## config.mk

```make
export PLATFORM = sky130hd
export DESIGN_NAME = imu_read_scheduler
export DESIGN_NICKNAME = d
export VERILOG_FILES = /design/src/rtl/imu_pkg.sv /design/src/rtl/sample_tick_gen.sv /design/src/rtl/imu_read_scheduler.sv
export SDC_FILE = /design/constraint.sdc
export NUM_CORES = 1
export LEC_CHECK = 0
export CAP_MARGIN = 10
export CORE_ASPECT_RATIO = 0.6
export CORE_MARGIN = 2
export CORE_UTILIZATION = 45
export DETAILED_ROUTE_END_ITERATION = 12
export PLACE_DENSITY = 0.77
export SLEW_MARGIN = 20
export SYNTH_ARGS = -nofsm -noshare
export SYNTH_HDL_FRONTEND = slang
export SYNTH_SLANG_ARGS = --single-unit
```

## constraint.sdc

```tcl
create_clock -name CLOCK_50 -period 3.2 [get_ports CLOCK_50]
set_input_delay 0.8 -clock CLOCK_50 [delete_from_list [all_inputs] [get_ports CLOCK_50]]
set_output_delay 0.8 -clock CLOCK_50 [all_outputs]
set_load 0.02 [all_outputs]
```

## src/rtl/imu_pkg.sv

```systemverilog
// Shared constants, state type and byte-to-axis helper for the IMU read scheduler.
package imu_pkg;

    localparam logic [7:0] ACCEL_BASE_DEFAULT = 8'h3B;
    localparam logic [7:0] GYRO_BASE_DEFAULT  = 8'h43;

    localparam int NUM_BYTES = 12;
    localparam int NUM_AXES  = 6;

    localparam int AXIS_AX = 0;
    localparam int AXIS_AY = 1;
    localparam int AXIS_AZ = 2;
    localparam int AXIS_GX = 3;
    localparam int AXIS_GY = 4;
    localparam int AXIS_GZ = 5;

    typedef enum logic [2:0] {
        ST_IDLE,
        ST_REQ,
        ST_WAIT,
        ST_PUBLISH,
        ST_ABORT
    } sched_state_e;

    // Top 10 bits of the big-endian 16-bit word; truncation keeps the sign bit on top.
    function automatic logic [9:0] axisValue(input logic [7:0] hi, input logic [7:0] lo);
        return {hi, lo[7:6]};
    endfunction

endpackage

```

## src/rtl/sample_tick_gen.sv

```systemverilog
// Free-running period counter; tick_o is high on the wrap cycle (count == SAMPLE_PERIOD-1).
module sample_tick_gen #(
    parameter int unsigned SAMPLE_PERIOD = 500000
) (
    input  logic clk_i,
    input  logic reset_i,
    output logic tick_o
);

    localparam logic [23:0] LAST_COUNT = 24'(SAMPLE_PERIOD - 1);

    logic [23:0] count_q;
    logic [23:0] count_d;

    assign tick_o  = (count_q == LAST_COUNT);
    assign count_d = tick_o ? 24'd0 : count_q + 24'd1;

    always_ff @(posedge clk_i) begin
        if (reset_i) begin
            count_q <= 24'd0;
        end else begin
            count_q <= count_d;
        end
    end

endmodule

```

## src/rtl/imu_read_scheduler.sv

```systemverilog
// Periodic 12-byte IMU burst reader that publishes six 10-bit axis values atomically.
// Optional response watchdog in WAIT is built when IMU_SCHED_WATCHDOG_EN is defined.
module imu_read_scheduler
    import imu_pkg::*;
#(
    parameter int unsigned SAMPLE_PERIOD = 500000,
    parameter logic [7:0]  ACCEL_BASE    = ACCEL_BASE_DEFAULT,
    parameter logic [7:0]  GYRO_BASE     = GYRO_BASE_DEFAULT,
    parameter int unsigned TIMEOUT       = 50000
) (
    input  logic       CLOCK_50,
    input  logic       reset,
    input  logic       Enable,
    output logic       ReqValid,
    output logic [7:0] ReqAddr,
    input  logic       ReqReady,
    input  logic       RspValid,
    input  logic [7:0] RspData,
    input  logic       RspErr,
    output logic [9:0] AccelX,
    output logic [9:0] AccelY,
    output logic [9:0] AccelZ,
    output logic [9:0] GyroX,
    output logic [9:0] GyroY,
    output logic [9:0] GyroZ,
    output logic       DataValid,
    output logic       FrameErr,
    output logic [7:0] Overruns
);

    sched_state_e state_q, state_d;
    logic [3:0]   index_q, index_d;
    logic         pending_q, pending_d;
    logic [7:0]   overruns_q, overruns_d;
    logic [7:0]   shadow_q   [NUM_BYTES];
    logic [7:0]   frameBytes [NUM_BYTES];
    logic [9:0]   axis_q     [NUM_AXES];
    logic [9:0]   axis_d     [NUM_AXES];
    logic         shadowWe;
    logic         tick;
    logic         wdExpired;
    logic [7:0]   reqAddr;

    sample_tick_gen #(
        .SAMPLE_PERIOD(SAMPLE_PERIOD)
    ) u_tick (
        .clk_i  (CLOCK_50),
        .reset_i(reset),
        .tick_o (tick)
    );

`ifdef IMU_SCHED_WATCHDOG_EN
    localparam int WD_W = (TIMEOUT > 1) ? $clog2(TIMEOUT) : 1;
    localparam logic [WD_W-1:0] WD_LAST = WD_W'(TIMEOUT - 1);

    logic [WD_W-1:0] wdCount_q;

    always_ff @(posedge CLOCK_50) begin
        if (reset || state_q != ST_WAIT) begin
            wdCount_q <= '0;
        end else begin
            wdCount_q <= wdCount_q + WD_W'(1);
        end
    end

    assign wdExpired = (wdCount_q == WD_LAST);
`else
    logic unusedTimeout;
    assign unusedTimeout = |TIMEOUT;
    assign wdExpired     = 1'b0;
`endif

    assign reqAddr = (index_q < 4'd6) ? ACCEL_BASE + {4'd0, index_q}
                                      : GYRO_BASE + {4'd0, index_q} - 8'd6;

    // The final byte bypasses the shadow so all axes load on the cycle it arrives.
    always_comb begin
        for (int i = 0; i < NUM_BYTES; i++) begin
            frameBytes[i] = shadow_q[i];
        end
        frameBytes[NUM_BYTES-1] = RspData;
    end

    always_comb begin
        state_d    = state_q;
        index_d    = index_q;
        pending_d  = pending_q;
        overruns_d = overruns_q;
        axis_d     = axis_q;
        shadowWe   = 1'b0;
        ReqValid   = 1'b0;
        ReqAddr    = 8'd0;
        DataValid  = 1'b0;
        FrameErr   = 1'b0;

        if (tick && state_q != ST_IDLE) begin
            pending_d = 1'b1;
            if (overruns_q != 8'hFF) begin
                overruns_d = overruns_q + 8'd1;
            end
        end

        case (state_q)
            ST_IDLE: begin
                if ((tick || pending_q) && Enable) begin
                    state_d   = ST_REQ;
                    pending_d = 1'b0;
                    index_d   = 4'd0;
                end
            end
            ST_REQ: begin
                ReqValid = 1'b1;
                ReqAddr  = reqAddr;
                if (ReqReady) begin
                    state_d = ST_WAIT;
                end
            end
            ST_WAIT: begin
                if (RspValid) begin
                    if (RspErr) begin
                        state_d = ST_ABORT;
                    end else begin
                        shadowWe = 1'b1;
                        if (index_q == 4'(NUM_BYTES - 1)) begin
                            state_d = ST_PUBLISH;
                            for (int a = 0; a < NUM_AXES; a++) begin
                                axis_d[a] = axisValue(frameBytes[2*a], frameBytes[2*a+1]);
                            end
                        end else begin
                            index_d = index_q + 4'd1;
                            state_d = ST_REQ;
                        end
                    end
                end else if (wdExpired) begin
                    state_d = ST_ABORT;
                end
            end
            ST_PUBLISH: begin
                DataValid = 1'b1;
                state_d   = ST_IDLE;
            end
            ST_ABORT: begin
                FrameErr = 1'b1;
                state_d  = ST_IDLE;
            end
            default: begin
                state_d = ST_IDLE;
            end
        endcase
    end

    always_ff @(posedge CLOCK_50) begin
        if (reset) begin
            state_q    <= ST_IDLE;
            index_q    <= 4'd0;
            pending_q  <= 1'b0;
            overruns_q <= 8'd0;
            axis_q     <= '{default: '0};
        end else begin
            state_q    <= state_d;
            index_q    <= index_d;
            pending_q  <= pending_d;
            overruns_q <= overruns_d;
            axis_q     <= axis_d;
        end
    end

    always_ff @(posedge CLOCK_50) begin
        if (shadowWe) begin
            shadow_q[index_q] <= RspData;
        end
    end

    assign AccelX   = axis_q[AXIS_AX];
    assign AccelY   = axis_q[AXIS_AY];
    assign AccelZ   = axis_q[AXIS_AZ];
    assign GyroX    = axis_q[AXIS_GX];
    assign GyroY    = axis_q[AXIS_GY];
    assign GyroZ    = axis_q[AXIS_GZ];
    assign Overruns = overruns_q;

endmodule
```

# Word level (Yosys, flattened, before mapping)
# Memory sizes are Yosys's and may differ from the RTL's. A register that Yosys moved wholly into a read port is not among the register bits.
# Index checks and enable logic that the tools add are counted.
[word_totals]
register_bits = 50
ramBits = 96
output_inout_bits = 79
elab_cells = 62
memories = 1
[memory_table]
columns = ["memory", "depth", "word_bits", "read_ports", "rd_ports_with_merged_regs", "write_ports", "line_no", "source"]
rows = [
  ["shadow_q", 12, 8, 11, 11, 1, "imu_read_scheduler.sv:35", "logic [7:0] shadow_q [NUM_BYTES];"],
]
[classes]
add_sub_neg = 6
magnitude_cmp = 1
n_eq_ne = 12
n_mux = 24
bitwise_logic = 1
n_reduce_logical = 11
[ops]
columns = ["cell", "count"]
rows = [
  ["24-bit by 1-bit adder with 24-bit output, second input constant", 1],
  ["24-bit by 19-bit == test with 1-bit output, second input constant", 1],
  ["4-bit 2-to-1 mux", 4],
  ["8-bit 2-to-1 mux", 2],
  ["3-bit 2-to-1 mux", 4],
  ["1-bit 2-to-1 mux", 11],
  ["2-bit inequality test, second input constant", 5],
  ["3-bit one-hot mux with 3 select lines", 1],
  ["7-bit by 4-bit adder with 8-bit output, first input constant", 1],
  ["8-bit by 1-bit adder with 8-bit output, second input constant", 1],
  ["8-bit inequality test, second input constant", 1],
  ["4-bit one-hot mux with 2 select lines", 1],
  ["8-bit by 3-bit subtractor with 8-bit output, second input constant", 1],
  ["6-bit by 4-bit adder with 7-bit output, first input constant", 1],
  ["3-bit by 2-bit == test with 1-bit output, second input constant", 2],
  ["5-bit AND reduction", 1],
  ["4-bit by 1-bit adder with 4-bit output, second input constant", 1],
  ["4-bit == test, second input constant", 1],
  ["4-bit by 3-bit less-than comparator with 1-bit output, second input constant", 1],
  ["4-bit AND reduction", 1],
  ["3-bit by 1-bit == test with 1-bit output, second input constant", 1],
  ["3-bit == test, second input constant", 1],
  ["3-bit zero test", 1],
  ["3-bit AND reduction", 1],
  ["other kinds (8)", 9],
]

# Logic depth before layout (Yosys ltp)
# Gate-level depths: netlist of run 1.
[depth]
depth_word = 5
ltp_mapped = 8
mapped_depth_nobuf = 7

# Cells and area by module
# Synthesis of run 1 repeated with hierarchy kept, for this count alone.
[hier_totals]
cells_unflattened = 599
area_unflattened_um2 = 6125.9
[by_module_without_submodules]
columns = ["mod", "n_inst", "cells_per_inst", "area_each_um2"]
rows = [
  ["imu_read_scheduler", 1, 469, 4994.8],
  ["sample_tick_gen", 1, 130, 1131.1],
]

# Least setup slack after synthesis of run 1
# Ideal clock, no wire load.
[synth_path]
path_kind = "register -> output"
from = "reg index_q[0]"
to = "out ReqAddr[2]"
t_arrival_ns = 1.483
path_slack_ns = 0.917
stages_incl_launch_ff = 6
path_buffers = 0
path_cell_list = "dfxtp_1 inv_1 ha_1 mux2i_1 nor2_1 a211oi_1"
[synth_via]
elab_chain_cells = 4
word_cells_on_any_way = 6
classes_between = "3 x add/sub; 1 x order compare; 2 x mux"
[synth_rtl]
columns = ["element", "line_no", "source"]
rows = [
  ["start, declared", "imu_read_scheduler.sv:32", "logic [3:0] index_q, index_d;"],
  ["start signal, assigned", "imu_read_scheduler.sv:161", "index_q <= index_d;"],
  ["7-bit by 4-bit adder with 8-bit output", "imu_read_scheduler.sv:74", ": GYRO_BASE + {4'd0, index_q} - 8'd6;"],
  ["8-bit by 3-bit subtractor with 8-bit output", "imu_read_scheduler.sv:74", ""],
  ["8-bit 2-to-1 mux *", "imu_read_scheduler.sv:73", "assign reqAddr = (index_q < 4'd6) ? ACCEL_BASE + {4'd0, index_q}"],
  ["8-bit 2-to-1 mux *", "imu_read_scheduler.sv:103", "case (state_q)"],
  ["end, declared", "imu_read_scheduler.sv:15", "output logic [7:0] ReqAddr,"],
]
# Mark *: on every way between the ends. The rest lies on a longest branch, timed or not.

# Worst setup path in the final report of run 1
[layout_path]
from = "reg index_q[2]"
to = "out ReqAddr[3]"
# The elaborated chain is that of the path after synthesis.

==> results.py, run 1 <==
metrics = {
    "run_status": {
        "outcome": "completed",
    },
    "route": {
        "wirelength_mm": 13.7,
        "final_antenna_net_count": 0,
        "via_count_normalized_by_instance_count": 5.29,
        "vias": 4509,
        "drt_pre_antenna_iters": 7,
        "detail_route.wl_per_cell_um": 16.0,
        "drt_drc": 0,
        "detail_route.iter0.violations": 396,
    },
    "yosys": {
        "yosys_warnings": 0,
        "synth.net_count": 604,
        "post_synth_instance_area_um2": 6010,
        "synth_flop_cell": "sky130_fd_sc_hd__dfxtp_1",
        "synth_seq_cells": 158,
        "synthDominantCellAreaShare_pct": 33.3,
        "synth.avg_cell_area_um2": 10.3,
        "synth_area_leader": "sky130_fd_sc_hd__dfxtp_1",
        "synth_seq_area_share_pct": 62.3,
        "synth-edff-count": 58,
        "syn-instance-count": 583,
        "synth_async_sr_flop_share_pct": 0,
        "number_of_unique_standard_cell_types_used_by_synthesis": 53,
        "synthTopCellsByArea": "sky130_fd_sc_hd__dfxtp_1 (33%), sky130_fd_sc_hd__edfxtp_1 (29%), sky130_fd_sc_hd__nand2_1 (8.8%)",
    },
    "worst_setup_path": {
        "worst_path_max_delay_cell": "sky130_fd_sc_hd__clkdlybuf4s50_1",
        "cell_by_cell_trace_of_the_critical_path": "nor2b_1, a221oi_1, clkdlybuf4s50_1",
        "cp-end-kind": "output pin",
        "crit_arrival_ps": 2230,
        "cp_data_required_time_ps": 2400,
        "timing_worst_setup_path_type": "reg -> out",
        "cp_max_fo": 12,
        "setup.worst_path.start_class": "flop",
        "setup.worst_path.start": "index_q[2]",
        "critical-path-max-stage-delay_ps": 670,
        "crit_reg_reg_startpoint": "state_q[1]",
    },
    "clock_tree": {
        "postCtsSetupRepairBufs": 0,
        "cts_buffer_depth": 2,
        "path_clk_slew_ps": 60,
        "tritoncts": "yes",
        "tritoncts.num_buffers": 17,
        "clock_insertion_delay_at_the_later_pin_of_the_skew_report_ps": 420,
        "clock_sinks": 158,
        "cts_max_level": 4,
        "root_buffer": "sky130_fd_sc_hd__clkbuf_16",
    },
    "timing": {
        "hold_violations": 0,
        "maxSlewHeadroom_pct": 35.9,
        "grt_setup_unrepaired": "false",
        "min_period_ps": 3030,
        "worst_tran_pin_value_ps": 953,
        "setup_violations": 0,
        "post-route-worst-setup-slack_ps": 174,
        "max_clock_freq_mhz": 330,
        "final.setup_skew_ps": 8.35,
        "max_slew_violation_count": 0,
        "layout_worst_path_cycle_share_pct": 94.6,
        "setup-tns-final_ps": 0,
    },
    "floorplan": {
        "die_area_um2": 14300,
        "floorplan.die.width_um": 153,
        "die-height_um": 93.5,
        "fp.coreArea_um2": 12900,
        "initial_utilization_pct": 46.5,
        "std_cell_rows": 32,
        "top_level_ports": 93,
    },
    "finish": {
        "mostFrequentLayoutCell": "sky130_fd_sc_hd__nand2_1",
        "layoutNonFillerInstCount": 852,
        "post_route_cells_drive_above_1_share_pct": 7.33,
        "syn2layout_area_growth_pct": 26.3,
        "most-common-layout-cells": "sky130_fd_sc_hd__nand2_1 (141), sky130_fd_sc_hd__dfxtp_1 (98), sky130_fd_sc_hd__clkdlybuf4s50_1 (89)",
        "ant_cells": 0,
        "nNetsFinal": 690,
    },
    "grt": {
        "antenna_found_initial": 0,
        "grt-ovfl-total": 0,
        "first_global_vias": 4304,
        "wire_length_of_the_first_global_routing_pass_mm": 21.8,
        "pin_count_of_the_biggest_net_entering_global_routing": 61,
        "globalRouteTotalUtil_pct": 19.6,
    },
    "pwr": {
        "power.ir.vdd_worst_mv": 0.337,
        "power_leakage_nw": 2.47,
        "report.power.total_mw": 4.10,
        "power_density_nw_per_um2": 541,
    },
    "placed_design": {
        "replace_congestion": 0.876,
        "dpl_wire_length_mm": 9.23,
        "io_buffer_count": 91,
        "dpl.cell_count": 820,
        "dpl_worst_slack_ps": 321,
    },
    "worst_hold_path": {
        "hold_path.class": "reg -> reg",
        "hold_path.startpoint": "GyroY[9]",
    },
    "run": {
        "maxCapViolations": 0,
    },
}
==> critical path: cells and delay by family, from the launching register on <==
kind	cells	cell delay, ps
simple gates	1	200
buf+inv	1	670
compound gates	1	390
flops	1	540
==> report_power, final <==
group	internal, mW	switching (mW)
Clock	1.07	0.880
Combinational	0.0192	0.0463
Sequential	2.08	0.00348
==> sequential cells by signal, indices dropped and copies added (netlist names) <==
signal / count
shadow_q: 58
u_tick.count_q: 24
AccelX: 10
AccelY: 10
AccelZ: 10
GyroX: 10
GyroY: 10
GyroZ: 10
Overruns: 8
index_q: 4
state_q: 3
pending_q: 1
==> synth_stat cells, drive strengths merged, types with 2 or more instances <==
cell / instances
and2: 11
nor4: 5
o21ai: 7
nand4: 10
nand2: 141
nand3: 15
clkbuf: 16
buf: 12
xor2: 16
o21a: 3
nor3: 9
edfxtp: 58
nor2: 49
o21bai: 2
mux2i: 2
ha: 7
a211oi: 3
and3: 5
nor3b: 3
and4: 2
xnor2: 12
a21oi: 71
inv: 7
a31oi: 2
dfxtp: 100
==> area by class of cell <==
class                      instances  area [um^2]
sequential                       158         3750
fill                            1033         5350
timing repair buffer              95          960
tap                              170          213
clock buffer                      19          454
inverter                           7         26.3
multi-input combinational        390         2070
clock inverter                    13          121
==> logic make-up (layout without fill, tap and decap cells) <==
family                   Yosys count  count (layout)  share of synthesized area [%]
AND/OR/NAND/NOR                  258             258                           19.5
flip-flops                       158             158                           62.3
AO/OA/AOI/OAI                     94              94                           8.72
buffers and inverters             35             134                           3.52
XOR/XNOR                          28              28                           4.08
adder cells (fa/ha/maj)            7               7                           1.46
multiplexers                       2               2                          0.333
other                              1               1                         0.0624
==> metal layers <==
metal / track usage, % / share of wire [%]
met5: 0 / 0
met3: 5.14 / 6.4
met1: 26.1 / 45
met4: 7.33 / 1.7
met2: 31.0 / 47
==> through the flow <==
stage	cell area, um^2	util (%)	hold slack, ps
3_3_place_gp	7010	54.2	443
5_1_grt	7590	58.7	471
6_report	7590	58.7	454
4_1_cts	7580	58.6	459
3_5_place_dp	7010	54.2	450
2_1_floorplan	6010	-	430
==> path summary, 6_finish.rpt <==
kind / endpoint / slack (ps) / cells past startpoint
worst max-delay path: ReqAddr[3] / 170 / 3
worst min-delay path: GyroY[9] / 450 / 2
worst min register to register: GyroY[9] / 450 / 2
worst max register to register: shadow_q[4][5] / 660 / 5
==> repair_timing <==
action                     CTS  global route
setup endpoints to repair    1             1
resized for setup            2             2
hold buffers                 0             0
pin swaps                    0             0
No activity file was read; power rests on OpenSTA's default activity.
==> inputs of run 2 (changes only) <==
CORE_ASPECT_RATIO = 1.25   (was 0.6)
==> run 2 against run 1 <==
  * Clock power fell by 4%
  * First-iteration DRC count fell by 55%
  * Fmax fell by 0.15%
  * Critical path depth did not move
  * Utilization fell by 1.2 points
  * Sequential share of layout area rose by 0.11 points
  * Wire length fell by 5.2%
  * Combinational power fell by 2%
  * Hold slack got worse by 0.68 ps
  * Worst setup slack got worse by 4.4 ps
  * Non-clock buffer count rose by 1
  * Clock-buffer cell count fell by 1
  * Critical endpoint unchanged
  * Largest cell class unchanged
  * Largest power group unchanged
==> results.py, run 2 (same netlist as run 1, synthesis figures left out) <==
metrics = {
    "worst_setup_path": {
        "critical_path_s_top_delay_family": "buffers and inverters",
        "setup.worst_path.start_class": "flop",
        "crit_reg_reg_startpoint": "state_q[1]",
        "cell_by_cell_trace_of_the_critical_path": "nor2b_2, a221oi_1, clkdlybuf4s50_1",
        "cp-end-kind": "output pin",
        "setup.worst_path.start": "index_q[3]",
        "worst_path_max_delay_cell": "sky130_fd_sc_hd__clkdlybuf4s50_1",
        "critical-path-max-stage-delay_ps": 690,
        "critical_path.n_buffers_inverters": 1,
        "timing_worst_setup_path_type": "reg -> out",
        "cp_data_required_time_ps": 2400,
        "crit_arrival_ps": 2230,
        "cp_max_fo": 12,
    },
    "finish": {
        "leading_registers_by_flop_count": "shadow_q (58), u_tick.count_q (24)",
        "most-common-layout-cells": "sky130_fd_sc_hd__nand2_1 (141), sky130_fd_sc_hd__dfxtp_1 (97), sky130_fd_sc_hd__clkdlybuf4s50_1 (89)",
        "max_flop_register": "shadow_q",
        "ant_cells": 0,
        "largest_register_ffs": 58,
        "syn2layout_area_growth_pct": 26.0,
        "post_route_cells_drive_above_1_share_pct": 7.76,
        "nNetsFinal": 691,
        "mostFrequentLayoutCell": "sky130_fd_sc_hd__nand2_1",
    },
    "timing": {
        "maxSlewHeadroom_pct": 41.9,
        "setup-tns-final_ps": 0,
        "max_clock_freq_mhz": 330,
        "layout_worst_path_cycle_share_pct": 94.7,
        "setup_violations": 0,
        "max_slew_violation_count": 0,
        "grt_setup_unrepaired": "false",
        "hold_ws_ps": 454,
        "post-route-worst-setup-slack_ps": 170,
        "worst_tran_pin_value_ps": 864,
        "final.setup_skew_ps": 9.46,
        "hold_violations": 0,
        "min_period_ps": 3030,
    },
    "clock_tree": {
        "holdBufCountCts": 0,
        "tritoncts.num_buffers": 17,
        "tritoncts": "yes",
        "clock_sinks": 158,
        "clock_insertion_delay_at_the_later_pin_of_the_skew_report_ps": 420,
        "cts_buffer_depth": 2,
        "path_clk_slew_ps": 60,
        "cts_max_level": 4,
        "root_buffer": "sky130_fd_sc_hd__clkbuf_16",
    },
    "route": {
        "drt_pre_antenna_iters": 5,
        "final_antenna_net_count": 0,
        "detail_route.wl_per_cell_um": 15.2,
        "wirelength_mm": 13.0,
        "detail_route.iter0.violations": 180,
        "vias": 4359,
        "drt_drc": 0,
        "via_count_normalized_by_instance_count": 5.10,
    },
    "grt": {
        "wire_length_of_the_first_global_routing_pass_mm": 20.4,
        "grt-ovfl-total": 0,
        "antenna_found_initial": 0,
        "globalRouteTotalUtil_pct": 18.3,
        "pin_count_of_the_biggest_net_entering_global_routing": 61,
        "first_global_vias": 4149,
    },
    "pwr": {
        "power.ir.vdd_worst_mv": 0.322,
        "power_density_nw_per_um2": 531,
        "power_leakage_nw": 2.48,
    },
    "worst_hold_path": {
        "hold_path.class": "reg -> reg",
        "hold_path.startpoint": "AccelY[2]",
    },
    "floorplan": {
        "initial_utilization_pct": 45.6,
        "floorplan.die.width_um": 107,
        "fp.coreArea_um2": 13200,
        "std_cell_rows": 47,
        "die_area_um2": 14300,
        "top_level_ports": 93,
        "die-height_um": 133,
    },
    "placed_design": {
        "replace_congestion": 0.824,
        "dpl_worst_slack_ps": 398,
        "dpl_wire_length_mm": 8.68,
        "io_buffer_count": 91,
    },
    "run": {
        "maxCapViolations": 0,
    },
    "run_status": {
        "outcome": "completed",
    },
}
[run 2: repair_timing]
item,4_1_cts,5_1_grt
hold endpoints to repair,0,0
gates resized for setup,1,5
setup endpoints to repair,1,3
setup buffers,0,0
[run 2: path summary, 6_finish.rpt]
path,endpoint,slack [ps],cells after the start
max,ReqAddr[3],170,3
max reg2reg,shadow_q[2][1],750,5
min reg2reg,AccelY[2],450,2
min,AccelY[2],450,2
[run 2: metrics by stage]
step                      power [mW]  cell area (um^2)  cells  utilization, %
after floorplan                 2.16              6010    583               -
after global routing            4.16              7570    854            57.5
after global placement          2.19              7000    822            53.2
final                           4.02              7570    854            57.5
after detailed placement        2.20              7000    822            53.2
after CTS                       4.06              7560    854            57.4
[run 2: per-layer routing]
metal  track usage, %  wire (um)
met1             22.4       5500
met2             31.8       6680
met3             4.89        611
met4             5.34        153
met5                0          0
[run 2: layout make-up]
class	instances	area [um^2]
Clock buffer	18	450
Clock inverter	14	106
Fill cell	1113	5600
Inverter	7	26.3
Multi-Input combinational cell	390	2070
Sequential cell	158	3750
Tap cell	171	214
Timing Repair Buffer	96	958
[run 2: where the power goes]
part           internal, mW  total [mW]  switching (mW)  leakage [nW]
Combinational        0.0201      0.0644          0.0442         0.875
Sequential             2.08        2.09         0.00315          1.33
Clock                  1.05        1.87           0.823         0.274
[run 2: worst reg2reg max path, stage by stage (launching register included)]
cell,delay (ps)
sky130_fd_sc_hd__dfxtp_1,440
sky130_fd_sc_hd__or3b_1,530
sky130_fd_sc_hd__nor2_4,160
sky130_fd_sc_hd__nand2_1,160
sky130_fd_sc_hd__nor3_1,390
sky130_fd_sc_hd__and2_1,420
==> inputs of run 3 (changes only) <==
RECOVER_POWER = 50   (was default)
==> run 3 against run 2 <==
  * Via count rose by 1.3%
  * Critical path type unchanged
  * Fmax hardly changed
  * Non-clock buffer count stayed put
  * Largest power group unchanged
  * Wire length fell by 0.16%
==> results.py, run 3 (same netlist as run 1, synthesis figures left out) <==
metrics = {
    "timing": {
        "min_period_ps": 3030,
        "hold_violations": 0,
        "max_slew_violation_count": 0,
        "worst_tran_pin_value_ps": 1140,
        "setup_violations": 0,
        "layout_worst_path_cycle_share_pct": 94.7,
        "grt_setup_unrepaired": "false",
        "final.setup_skew_ps": 7.90,
        "maxSlewHeadroom_pct": 24.1,
        "max_clock_freq_mhz": 330,
        "setup-tns-final_ps": 0,
        "post-route-worst-setup-slack_ps": 168,
    },
    "worst_setup_path": {
        "setup.worst_path.start_class": "flop",
        "cell_by_cell_trace_of_the_critical_path": "nor2b_2, a221oi_1, clkdlybuf4s50_1",
        "critical_path.n_buffers_inverters": 1,
        "worst_setup_path_endpoint": "ReqAddr[3]",
        "cp-end-kind": "output pin",
        "cp_max_fo": 12,
        "crit_reg_reg_startpoint": "state_q[1]",
        "cp_data_required_time_ps": 2400,
        "crit_arrival_ps": 2230,
        "timing_worst_setup_path_type": "reg -> out",
        "worst_path_max_delay_cell": "sky130_fd_sc_hd__clkdlybuf4s50_1",
        "setup.worst_path.start": "index_q[3]",
        "path_depth": 3,
        "r2r_setup_slack_ps": 390,
        "crit-reg2reg-capture": "GyroZ[8]",
        "critical_path_s_top_delay_family": "buffers and inverters",
        "worstRegToRegCells": 7,
        "critical-path-max-stage-delay_ps": 690,
    },
    "floorplan": {
        "top_level_ports": 93,
        "fp.coreArea_um2": 13200,
        "die-height_um": 133,
        "die_area_um2": 14300,
        "floorplan.die.width_um": 107,
        "initial_utilization_pct": 45.6,
        "std_cell_rows": 47,
    },
    "grt": {
        "globalRouteTotalUtil_pct": 18.3,
        "antenna_found_initial": 0,
        "grt_util_met1_pct": 22.4,
        "first_global_vias": 4149,
        "pin_count_of_the_biggest_net_entering_global_routing": 61,
        "wire_length_of_the_first_global_routing_pass_mm": 20.4,
        "use_met2_pct": 31.8,
        "met3_usage_pct": 4.89,
        "busiest_layer": "met2",
        "grt-ovfl-total": 0,
    },
    "finish": {
        "finalCoreUtilization_pct": 57.3,
        "seq_cell_area_um2": 3750,
        "ant_cells": 0,
        "most-common-layout-cells": "sky130_fd_sc_hd__nand2_1 (141), sky130_fd_sc_hd__dfxtp_1 (97), sky130_fd_sc_hd__a21oi_1 (71)",
        "nFillCells": 1119,
        "leading_registers_by_flop_count": "shadow_q (58), u_tick.count_q (24)",
        "multi_input_comb_area_um2": 2060,
        "largest_register_ffs": 58,
        "max_flop_register": "shadow_q",
        "syn2layout_area_growth_pct": 25.7,
        "mostFrequentLayoutCell": "sky130_fd_sc_hd__nand2_1",
        "post_route_cells_drive_above_1_share_pct": 7.32,
        "nNetsFinal": 691,
    },
    "run_status": {
        "outcome": "completed",
    },
    "clock_tree": {
        "tritoncts.num_buffers": 17,
        "cts_max_level": 4,
        "clock_sinks": 158,
        "clock_insertion_delay_at_the_later_pin_of_the_skew_report_ps": 420,
        "tritoncts": "yes",
        "root_buffer": "sky130_fd_sc_hd__clkbuf_16",
        "path_clk_slew_ps": 60,
        "cts_buffer_depth": 2,
    },
    "placed_design": {
        "replace_congestion": 0.824,
        "io_buffer_count": 91,
        "dpl_wire_length_mm": 8.68,
        "dpl_worst_slack_ps": 398,
    },
    "pwr": {
        "power_leakage_nw": 2.68,
        "power.ir.vdd_worst_mv": 0.327,
        "power_density_nw_per_um2": 532,
    },
    "worst_hold_path": {
        "whs_path_depth": 2,
        "hold_path.class": "reg -> reg",
    },
    "route": {
        "detail_route.wl_per_cell_um": 15.1,
        "wirelength_mm": 12.9,
        "via_count_normalized_by_instance_count": 5.17,
        "drt_pre_antenna_iters": 5,
        "final_antenna_net_count": 0,
        "detail_route.iter0.violations": 214,
        "vias": 4415,
        "drt_drc": 0,
    },
    "run": {
        "maxCapViolations": 0,
    },
}
-- run 3: per-layer routing --
metal	vias up	wire length, um	share of wire [%]
met2	149	6610	51
li1	2166	-	-
met3	18	721	5.6
met1	2082	5390	42
met4	0	205	1.6
met5	-	0	0
-- run 3: worst register-to-register path, stage by stage, from the launching register on --
cell	delay [ps]
sky130_fd_sc_hd__dfxtp_1	440
sky130_fd_sc_hd__or3b_1	510
sky130_fd_sc_hd__nor2_1	240
sky130_fd_sc_hd__and2_0	310
sky130_fd_sc_hd__nand3_2	100
sky130_fd_sc_hd__clkbuf_2	630
sky130_fd_sc_hd__nand2_1	310
sky130_fd_sc_hd__a21oi_1	110
-- run 3: final cells by class --
type                            instances  share of cell area (%)
Clock buffer                           18                    5.96
Tap cell                              171                    2.83
Clock inverter                         14                    1.41
Multi-Input combinational cell        390                    27.2
Inverter                                7                   0.348
Timing Repair Buffer                   96                    12.6
Sequential cell                       158                    49.6
-- run 3: per-stage QoR --
step	cells	power (mW)	area [um^2]	hold slack [ps]
3_5_place_dp	822	2.20	7000	449
2_1_floorplan	583	2.16	6010	430
4_1_cts	854	4.06	7560	457
5_1_grt	854	4.16	7550	468
6_report	854	4.02	7550	450
3_3_place_gp	822	2.19	7000	441
-- run 3: power breakdown --
group / switching [mW] / leakage, nW / internal [mW]
combinational: 0.0440 / 1.08 / 0.0176
sequential: 0.00318 / 1.33 / 2.08
clock: 0.823 / 0.274 / 1.05
-- run 3: how the worst min path moves through the flow --
stage | start | endpoint
after floorplan | u_tick.count_q[0] | u_tick.count_q[0]
after global routing | GyroX[8] | GyroX[8]
final | GyroZ[1] | GyroZ[1]
after CTS | GyroX[8] | GyroX[8]
after detailed placement | GyroZ[1] | GyroZ[1]
after global placement | GyroZ[0] | GyroZ[0]
-- run 3: timing repair --
action	CTS	global route
setup buffers	0	0
cloned	0	0
setup endpoints to repair	1	3
resized for setup	1	5
hold buffers	0	0
